**config.mk**
```make
export PLATFORM = sky130hd
export DESIGN_NAME = uart_rx_cfg_flat
export DESIGN_NICKNAME = d
export VERILOG_FILES = /design/src/rtl/uart_pkg.sv /design/src/rtl/uart_rx_cfg_if.sv /design/src/rtl/uart_rx_sampler.sv /design/src/rtl/uart_rx_cfg.sv /design/src/flat_wrapper.sv
export SDC_FILE = /design/constraint.sdc
export NUM_CORES = 1
export LEC_CHECK = 0
export ABC_AREA = 1
export ABC_CLOCK_PERIOD_IN_PS = 1200
export BUFFER_PORTS_ARGS = -buffer_cell sky130_fd_sc_hd__buf_2
export CAP_MARGIN = 25
export CORE_ASPECT_RATIO = 0.75
export CORE_MARGIN = 10
export CORE_UTILIZATION = 35
export CTS_CLUSTER_DIAMETER = 120
export DETAILED_ROUTE_END_ITERATION = 16
export HOLD_SLACK_MARGIN = 0.12
export SYNTH_ARGS = -nofsm -noshare
export SYNTH_HDL_FRONTEND = slang
export SYNTH_SLANG_ARGS = --single-unit
export TNS_END_PERCENT = 10
```
**constraint.sdc**
```tcl
create_clock -name x16_BAUD -period 1.2 [get_ports x16_BAUD]
set_input_delay 0.06 -clock x16_BAUD [delete_from_list [all_inputs] [get_ports x16_BAUD]]
set_output_delay 0.06 -clock x16_BAUD [all_outputs]
set_load 0.02 [all_outputs]
```
**src/rtl/uart_pkg.sv**
```systemverilog
// Shared receiver state codes, parity mode constants and frame-length helper
// for the configurable UART receiver.
package uart_pkg;

  localparam logic [2:0] StIdle      = 3'd0;
  localparam logic [2:0] StStart     = 3'd1;
  localparam logic [2:0] StData      = 3'd2;
  localparam logic [2:0] StParity    = 3'd3;
  localparam logic [2:0] StStop      = 3'd4;
  localparam logic [2:0] StBreakWait = 3'd5;

  localparam int unsigned PAR_NONE = 0;
  localparam int unsigned PAR_ODD  = 1;
  localparam int unsigned PAR_EVEN = 2;

  // Start + data + optional parity + stop bits.
  function automatic int unsigned frame_bits(input int unsigned data_bits,
                                             input int unsigned parity,
                                             input int unsigned stop_bits);
    return 1 + data_bits + ((parity != PAR_NONE) ? 1 : 0) + stop_bits;
  endfunction

endpackage

```
**src/rtl/uart_rx_cfg_if.sv**
```systemverilog
// Receive-word delivery bundle: data word, one-cycle valid/error pulses and
// error cause flags.
interface uart_rx_cfg_if #(
  parameter int unsigned P_DATA_BITS = 8
);
  logic [P_DATA_BITS-1:0] Do;
  logic                   valid;
  logic                   error;
  logic                   parity_err;
  logic                   frame_err;
  logic                   break_det;

  modport master (output Do, valid, error, parity_err, frame_err, break_det);
  modport slave  (input  Do, valid, error, parity_err, frame_err, break_det);
endinterface

```
**src/rtl/uart_rx_sampler.sv**
```systemverilog
// Line synchroniser, start-edge detector and mid-bit 3-sample majority voter
// with a restartable oversample counter.
module uart_rx_sampler #(
  parameter int unsigned P_OVERSAMPLE  = 16,
  parameter int unsigned P_SYNC_STAGES = 2
) (
  input  logic clk,
  input  logic reset,
  input  logic serial_in,
  input  logic restart,
  output logic synced,
  output logic start_edge,
  output logic bit_value,
  output logic bit_strobe
);

  localparam int unsigned CW = $clog2(P_OVERSAMPLE);
  localparam logic [CW-1:0] CntMax = CW'(P_OVERSAMPLE - 1);
  localparam logic [CW-1:0] Smp0   = CW'(P_OVERSAMPLE / 2 - 1);
  localparam logic [CW-1:0] Smp1   = CW'(P_OVERSAMPLE / 2);
  localparam logic [CW-1:0] Smp2   = CW'(P_OVERSAMPLE / 2 + 1);

  logic [P_SYNC_STAGES-1:0] sync_q;
  logic                     prev_q;
  logic [CW-1:0]            cnt_q;
  logic [1:0]               smp_q;

  always_ff @(posedge clk) begin
    if (reset) begin
      sync_q <= '1;
      prev_q <= 1'b1;
      cnt_q  <= '0;
      smp_q  <= '0;
    end else begin
      sync_q <= {sync_q[P_SYNC_STAGES-2:0], serial_in};
      prev_q <= synced;
      if (restart || cnt_q == CntMax) cnt_q <= '0;
      else                            cnt_q <= cnt_q + 1'b1;
      if (cnt_q == Smp0) smp_q[0] <= synced;
      if (cnt_q == Smp1) smp_q[1] <= synced;
    end
  end

  assign synced     = sync_q[P_SYNC_STAGES-1];
  assign start_edge = ~synced & prev_q;
  // Third sample is the live synced value, so the vote resolves in this cycle.
  assign bit_value  = (smp_q[0] & smp_q[1]) | (smp_q[0] & synced) | (smp_q[1] & synced);
  assign bit_strobe = (cnt_q == Smp2);

endmodule

```
**src/rtl/uart_rx_cfg.sv**
```systemverilog
// Configurable UART receiver: data width, parity, stop bits and break detection,
// clocked directly by the oversampling baud clock.
module uart_rx_cfg
  import uart_pkg::*;
#(
  parameter int unsigned P_DATA_BITS   = 8,
  parameter int unsigned P_PARITY      = 0,
  parameter int unsigned P_STOP_BITS   = 1,
  parameter int unsigned P_OVERSAMPLE  = 16,
  parameter int unsigned P_SYNC_STAGES = 2
) (
  input  logic          x16_BAUD,
  input  logic          reset,
  input  logic          serial_in,
  uart_rx_cfg_if.master rx
);

  localparam logic [3:0] DataLast = 4'(P_DATA_BITS - 1);
  localparam logic [3:0] StopLast = 4'(P_STOP_BITS - 1);

  logic synced, start_edge, bit_value, bit_strobe, restart;

  uart_rx_sampler #(
    .P_OVERSAMPLE (P_OVERSAMPLE),
    .P_SYNC_STAGES(P_SYNC_STAGES)
  ) u_sampler (
    .clk       (x16_BAUD),
    .reset     (reset),
    .serial_in (serial_in),
    .restart   (restart),
    .synced    (synced),
    .start_edge(start_edge),
    .bit_value (bit_value),
    .bit_strobe(bit_strobe)
  );

  logic [2:0]             state_q, state_d;
  logic [3:0]             cnt_q, cnt_d;
  logic [P_DATA_BITS-1:0] shift_q, shift_d;
  logic                   par_q, par_d;
  logic                   zero_q, zero_d;
  logic                   stop_ok_q, stop_ok_d;
  logic                   done, perr, ferr;

  always_comb begin
    state_d   = state_q;
    cnt_d     = cnt_q;
    shift_d   = shift_q;
    par_d     = par_q;
    zero_d    = zero_q;
    stop_ok_d = stop_ok_q;
    restart   = 1'b0;
    done      = 1'b0;
    case (state_q)
      StIdle: begin
        if (start_edge) begin
          state_d = StStart;
          restart = 1'b1;
        end
      end
      StStart: begin
        if (bit_strobe) begin
          if (bit_value) begin
            state_d = StIdle;
          end else begin
            state_d   = StData;
            cnt_d     = '0;
            zero_d    = 1'b1;
            stop_ok_d = 1'b1;
          end
        end
      end
      StData: begin
        if (bit_strobe) begin
          shift_d = {bit_value, shift_q[P_DATA_BITS-1:1]};
          zero_d  = zero_q & ~bit_value;
          if (cnt_q == DataLast) begin
            cnt_d   = '0;
            state_d = (P_PARITY != PAR_NONE) ? StParity : StStop;
          end else begin
            cnt_d = cnt_q + 4'd1;
          end
        end
      end
      StParity: begin
        if (bit_strobe) begin
          par_d   = bit_value;
          zero_d  = zero_q & ~bit_value;
          state_d = StStop;
        end
      end
      StStop: begin
        if (bit_strobe) begin
          stop_ok_d = stop_ok_q & bit_value;
          zero_d    = zero_q & ~bit_value;
          if (cnt_q == StopLast) begin
            // Return to idle at the last stop vote so a new start half a bit later is caught.
            done    = 1'b1;
            cnt_d   = '0;
            state_d = zero_d ? StBreakWait : StIdle;
          end else begin
            cnt_d = cnt_q + 4'd1;
          end
        end
      end
      StBreakWait: begin
        if (synced) state_d = StIdle;
      end
      default: state_d = StIdle;
    endcase
  end

  assign perr = (P_PARITY != PAR_NONE) && ((^shift_q ^ par_q) != (P_PARITY == PAR_ODD));
  assign ferr = ~stop_ok_d;

  always_ff @(posedge x16_BAUD) begin
    if (reset) begin
      state_q       <= StIdle;
      cnt_q         <= '0;
      shift_q       <= '0;
      par_q         <= 1'b0;
      zero_q        <= 1'b0;
      stop_ok_q     <= 1'b0;
      rx.Do         <= '0;
      rx.valid      <= 1'b0;
      rx.error      <= 1'b0;
      rx.parity_err <= 1'b0;
      rx.frame_err  <= 1'b0;
      rx.break_det  <= 1'b0;
    end else begin
      state_q       <= state_d;
      cnt_q         <= cnt_d;
      shift_q       <= shift_d;
      par_q         <= par_d;
      zero_q        <= zero_d;
      stop_ok_q     <= stop_ok_d;
      rx.valid      <= done & ~(perr | ferr);
      rx.error      <= done & (perr | ferr);
      rx.parity_err <= done & perr;
      rx.frame_err  <= done & ferr;
      rx.break_det  <= done & zero_d;
      if (done) rx.Do <= shift_q;
    end
  end

endmodule

```
**src/flat_wrapper.sv**
```systemverilog
// flat-port wrapper written by rule: the top's interface ports become plain ports
module uart_rx_cfg_flat import uart_pkg::*;
#(
  parameter int unsigned P_DATA_BITS   = 8,
  parameter int unsigned P_PARITY      = 0,
  parameter int unsigned P_STOP_BITS   = 1,
  parameter int unsigned P_OVERSAMPLE  = 16,
  parameter int unsigned P_SYNC_STAGES = 2
)
  (x16_BAUD, reset, serial_in, rx_Do, rx_valid, rx_error, rx_parity_err, rx_frame_err, rx_break_det);
  uart_rx_cfg_if #(.P_DATA_BITS(P_DATA_BITS)) rx_i ();
  input  logic x16_BAUD;
  input  logic reset;
  input  logic serial_in;
  output wire logic [$bits(rx_i.Do)-1:0] rx_Do;
  output wire logic [$bits(rx_i.valid)-1:0] rx_valid;
  output wire logic [$bits(rx_i.error)-1:0] rx_error;
  output wire logic [$bits(rx_i.parity_err)-1:0] rx_parity_err;
  output wire logic [$bits(rx_i.frame_err)-1:0] rx_frame_err;
  output wire logic [$bits(rx_i.break_det)-1:0] rx_break_det;
  assign rx_Do = rx_i.Do;
  assign rx_valid = rx_i.valid;
  assign rx_error = rx_i.error;
  assign rx_parity_err = rx_i.parity_err;
  assign rx_frame_err = rx_i.frame_err;
  assign rx_break_det = rx_i.break_det;
  uart_rx_cfg #(.P_DATA_BITS(P_DATA_BITS), .P_PARITY(P_PARITY), .P_STOP_BITS(P_STOP_BITS), .P_OVERSAMPLE(P_OVERSAMPLE), .P_SYNC_STAGES(P_SYNC_STAGES)) u_core (.x16_BAUD(x16_BAUD), .reset(reset), .serial_in(serial_in), .rx(rx_i));
endmodule
```
== Word level (Yosys, flattened, before mapping) ==
Index checks and enable logic that the tools add are counted.

* Register bits: 37
* Bits in latches: 0
* RAM bits: 0
* ROM bits: 0
* Input port bits: 3
* Output and inout port bits: 13
* Logic and storage cells: 89
* Memories kept: 0

* Add/sub/neg operators: 2
* Multiply operators: 0
* Div/mod/pow operators: 0
* Order comparisons: 0
* Equal/unequal tests: 19
* Shift operators: 0
* Muxes and demuxes: 31
* Bitwise logic cells: 14
* Reduce and logical (&&, ||, !) cells: 9

{| class="wikitable"
|+ Operator list
! cell !! count
|-
| 3-bit two-way mux || 9
|-
| 4-bit two-way mux || 6
|-
| 3-bit one-hot mux with 6 select lines || 1
|-
| 2-bit by 1-bit inequality test with 1-bit output, second input constant || 7
|-
| 4-bit equality test, second input constant || 3
|-
| 4-bit one-hot mux with 3 select lines || 1
|-
| 1-bit two-way mux || 11
|-
| 1-bit bitwise AND || 9
|-
| 4-bit by 1-bit adder with 4-bit output, second input constant || 2
|-
| 4-bit by 3-bit equality test with 1-bit output, second input constant || 2
|-
| 8-bit AND reduction || 1
|-
| 3-bit by 2-bit equality test with 1-bit output, second input constant || 2
|-
| 3-bit equality test, second input constant || 2
|-
| 5-bit AND reduction || 1
|-
| 4-bit zero test || 1
|-
| 2-bit inequality test, second input constant || 2
|-
| 1-bit one-hot mux with 2 select lines || 2
|-
| 3-bit by 1-bit equality test with 1-bit output, second input constant || 1
|-
| 3-bit zero test || 1
|-
| 1-bit inverter || 3
|-
| 3-bit nonzero test || 1
|-
| 3-bit OR reduction || 1
|-
| 2-bit two-way mux || 1
|-
| 1-bit bitwise OR || 2
|-
| 3 further kinds || 3
|}

== Logic depth before layout (Yosys ltp) ==
* Word-level depth: 9
* Mapped depth: 10
* Gate-level depth less buffers: 10

== Hierarchy ==
From an unflattened synthesis, not the netlist that was laid out.

* Cell total of the unflattened synthesis: 230
* Area total of the unflattened synthesis: 1,652.8 µm²

{| class="wikitable"
|+ By module, submodules not included
! module !! instances !! cells an instance !! area each (µm²) !! seq. area each (µm²)
|-
| uart_rx_cfg || 1 || 178 || 1,263.7 || 560.5
|-
| uart_rx_sampler || 1 || 52 || 389.1 || 180.2
|}

== Worst setup path after synthesis ==
No wires, ideal clock.

* Path kind: register to register
* Start point: register u_core.u_sampler.cnt_q[1]
* End point: register u_core.rx.Do[6]
* Library setup time: 0.115 ns
* Data arrival time: 1.214 ns
* Data required time: 1.085 ns
* Slack: -0.129 ns
* Cell stages (with the launch flop): 10
* Buffers on the path: 1
* Clock period less this slack: 1.329 ns
* Cells stage by stage: dfxtp_1 inv_1 ha_1 nand3_4 clkinv_4 nand3_4 inv_4 buf_8 o21ai_2 a21oi_2

* Word-level cells in the longest chain between the ends: 3

{| class="wikitable"
|+ RTL lines
! what !! RTL line !! text
|-
| start: declaration || uart_rx_sampler.sv:25 || <nowiki>logic [CW-1:0] cnt_q;</nowiki>
|-
| start signal: assignment || uart_rx_sampler.sv:38 || <nowiki>else cnt_q <= cnt_q + 1'b1;</nowiki>
|-
| 4-bit equality test || uart_rx_sampler.sv:48 || <nowiki>assign bit_strobe = (cnt_q == Smp2);</nowiki>
|-
| 1-bit two-way mux || uart_rx_cfg.sv:93 || <nowiki>if (bit_strobe) begin</nowiki>
|-
| 1-bit two-way mux || uart_rx_cfg.sv:54 || <nowiki>case (state_q)</nowiki>
|-
| end signal: assignment || uart_rx_cfg.sv:142 || <nowiki>if (done) rx.Do <= shift_q;</nowiki>
|-
| end: declaration || uart_rx_cfg_if.sv:13 || <nowiki>modport master (output Do, valid, error, parity_err, frame_err, break_det);</nowiki>
|}

No other way between the ends.
A chain may end at the register's enable or synchronous reset.

== Worst setup path after layout ==
* Start point: register u_core.cnt_q[1]
* End point: register u_core.rx.Do[4]

* Word-level cells in the longest chain between the ends: 4

{| class="wikitable"
|+ RTL lines
! what !! RTL line !! text
|-
| start: declaration || uart_rx_cfg.sv:38 || <nowiki>logic [3:0] cnt_q, cnt_d;</nowiki>
|-
| start signal: assignment || uart_rx_cfg.sv:132 || <nowiki>cnt_q <= cnt_d;</nowiki>
|-
| 4-bit zero test || uart_rx_cfg.sv:96 || <nowiki>if (cnt_q == StopLast) begin</nowiki>
|-
| 1-bit two-way mux || uart_rx_cfg.sv:96 ||
|-
| 1-bit two-way mux || uart_rx_cfg.sv:93 ||
|-
| 1-bit two-way mux || uart_rx_cfg.sv:54 ||
|}

No other way between the ends.

==> results.cfg <==
[outcome]
status = complete, but fails checks
failed_checks = setup timing

[place]
place_area_sq_um = 2012
placed_cells = 305
io_buffers = 14
place_ws_ns = -0.2768
dp_hpwl_um = 2636
globalplace.congestion = 0.8181

[setup_path]
start_kind = register
critPathRequiredTime_ns = 1.43
crit_chain = inv_2 -> ha_4 -> nand2_4 -> nor2_4 -> buf_12 -> nand3_4 -> inv_6 -> o21ai_0 -> a21oi_1
crit_fanout = 12
cp_slowest_cell = dfxtp_4
cp.arrival_ns = 1.58
critPathKind = reg -> reg
endpoint_kind = register
slowest_delay_ns = 0.37

[logic_synthesis]
ys_async_sr_fraction = 0
synthCells = 210
yosysUniqueCellTypes = 34
ys_ff_latch = 37
synth_flop_cell = dfxtp_1
netlist_area_sq_um = 1692
synth_seq_area_share = 0.4379
ys_warn_count = 0
synth_edf_count = 0
syn-num-nets = 218
postSynthAreaPerCell_sq_um = 8.055

[final_layout]
fin_area_sq_um = 2285
stdcell_count = 318
num-fill-cells = 458
diodes = 0
post_route_cells_drive_above_1_share = 0.4100
area_growth_pct = 35.06
fin_nets = 268

[clock_tree]
root_buffer = clkbuf_8
cts_buffers = 5
cts_tree = built
h-tree-depth = 2
cts_buffer_depth = 2
cts.sinks = 37
clk_latency_ns = 0.30
path_clk_slew_ns = 0.08

[die]
initial_utilization = 0.3700
die_h_um = 80.21
top_level_ports = 16
die_x_um = 100.3
rows = 21
fp.coreArea_sq_um = 4572
design.die.area_sq_um = 8043

[flow_run]
maxCapViolCount = 0

[route]
antenna_left = 0
vias = 1430
wl_um = 3739
drcViolationCount = 0
viasPerCell = 4.497
drt_iter0_drc = 35
post_drt_wl_per_cell_um = 11.76
drt_pass1_iterations = 4

[power_and_ir_drop]
seqPwrFrac = 0.459
p_sw_uw = 863.1
power_density_nw_per_um2 = 1240
fin_total_pwr_mw = 2.833
irDropWorstVdd_uv = 765.6
p_int_mw = 1.970
clkPwrFrac = 0.319
comb_power_share = 0.222
p_leak_nw = 1.016
switching_share = 0.3047

[timing]
holdWs_ns = 0.4125
finalSetupViolations = 22
rsz0062_at_grt = yes
max_freq_ghz = 0.7383
finalWorstSetupSlack_ns = -0.1545
slew_violations = 0
hold_viol_final = 0
fin_worst_skew_ns = 0.007565
min_period_over_period = 1.129
min_period_ns = 1.355

[global_route]
use_met3 = 0.03336
grt_usage = 0.09476
antenna_found_initial = 0
met2_usage = 0.1346
grt_pass1_vias = 1367
grt_pass1_wl_um = 6258
use_met1 = 0.1268
busiest_layer = met2
grt_start_max_net_pins = 25
overflow = 0

[worst_hold_path]
min_path_type = reg -> reg
[cells in the mapped netlist, types with 4 or more instances]
library cell  count  area (sq um)
inv_2             4         15.01
nand2_1          27         101.4
nand3_1           7         35.03
a21oi_1          12         60.06
nor2_2            4         25.02
nor2_1           35         131.4
inv_1            20         75.07
nand3_2           4         40.04
o21ai_0          18         90.09
o21ai_1           5         25.02
ha_1              5         62.56
dfxtp_1          37         740.7
[power by group through the flow]
stage	combinational, mW	sequential [mW]	clock, mW
6_report	0.628	1.30	0.904
5_1_grt	0.689	1.31	0.984
4_1_cts	0.598	1.31	0.938
3_5_place_dp	0.572	1.33	0
3_3_place_gp	0.566	1.32	0
2_1_floorplan	0.324	1.33	0
[state kept, by name (all words and copies together), names as in the netlist, 2 cells and up]
| name | cells |
|---|---|
| u_core.u_sampler.cnt_q | 4 |
| u_core.rx.Do | 8 |
| u_core.cnt_q | 4 |
| u_core.u_sampler.smp_q | 2 |
| u_core.shift_q | 8 |
| u_core.u_sampler.sync_q | 2 |
| u_core.state_q | 3 |
[placed cells by master (no fill, tap or decap), drive strengths merged]
master and n:
a211oi 1, a21oi 14, a31oi 1, buf 47
clkbuf 5, clkinv 4, conb 1, dfxtp 37
dlygate4sd3 2, ha 5, inv 25, nand2 31
nand3 13, nand4 1, nor2 41, nor3 1
nor3b 1, o21ai 26, o21bai 1, or2 2
xor2 2
[cell families after synthesis]
kind of cell / after synthesis / synth area share
AND/OR/NAND/NOR: 90 / 0.2700
AO/OA/AOI/OAI: 43 / 0.1494
flip-flops: 37 / 0.4379
buffers and inverters: 32 / 0.09319
adder cells (fa/ha/maj): 5 / 0.03698
XOR/XNOR: 2 / 0.01036
other: 1 / 0.002217
[metrics by stage]
stage | util | setup TNS (ns)
finish | 0.4997 | -1.993
detailed placement | 0.4401 | -3.080
CTS | 0.4882 | -2.230
floorplan | - | -0.3932
global placement | 0.4401 | -2.770
global route | 0.4997 | -4.551
[worst max-delay path, delay by kind of cell (launching register included)]
family                     cells  cell delay [ns]
AOI/OAI and AO/OA              2             0.21
adders and majority gates      1             0.14
buffers and inverters          3             0.31
DFF                            1             0.37
and+or+nand+nor                3             0.27
[path summary, 6_finish.rpt]
path | start | end | slack, ns | cells past startpoint
worst max-delay path | u_core.cnt_q[1] | u_core.rx.Do[4] | -0.15 | 9
worst min-delay path | u_core.u_sampler.sync_q[0] | u_core.u_sampler.sync_q[1] | 0.41 | 1
worst max register to register | u_core.cnt_q[1] | u_core.rx.Do[4] | -0.15 | 9
worst min register to register | u_core.u_sampler.sync_q[0] | u_core.u_sampler.sync_q[1] | 0.41 | 1
[timing repair]
item,in CTS,in global routing
endpoints found under the hold margin,5,0
setup buffers,3,0
endpoints found under the setup margin,31,33
hold buffers,2,0
gates cloned,0,0
gates resized for setup,24,13
pin swaps,13,8
[layer usage]
metal / part of all wire / wire [um]
met1: 0.52 / 1943
met2: 0.43 / 1614
met3: 0.036 / 133
met4: 0.013 / 48
met5: 0 / 0
[area by class of cell]
class	instances	area, sq um	share of cell area
multi-input combinational	141	903.4	0.3954
sequential	37	753.2	0.3297
timing repair buffer	49	357.8	0.1566
inverter	26	107.6	0.04710
tap	57	71.32	0.03122
clock buffer	5	68.82	0.03012
clock inverter	3	22.52	0.009858
No activity file was read; power rests on OpenSTA's default activity.
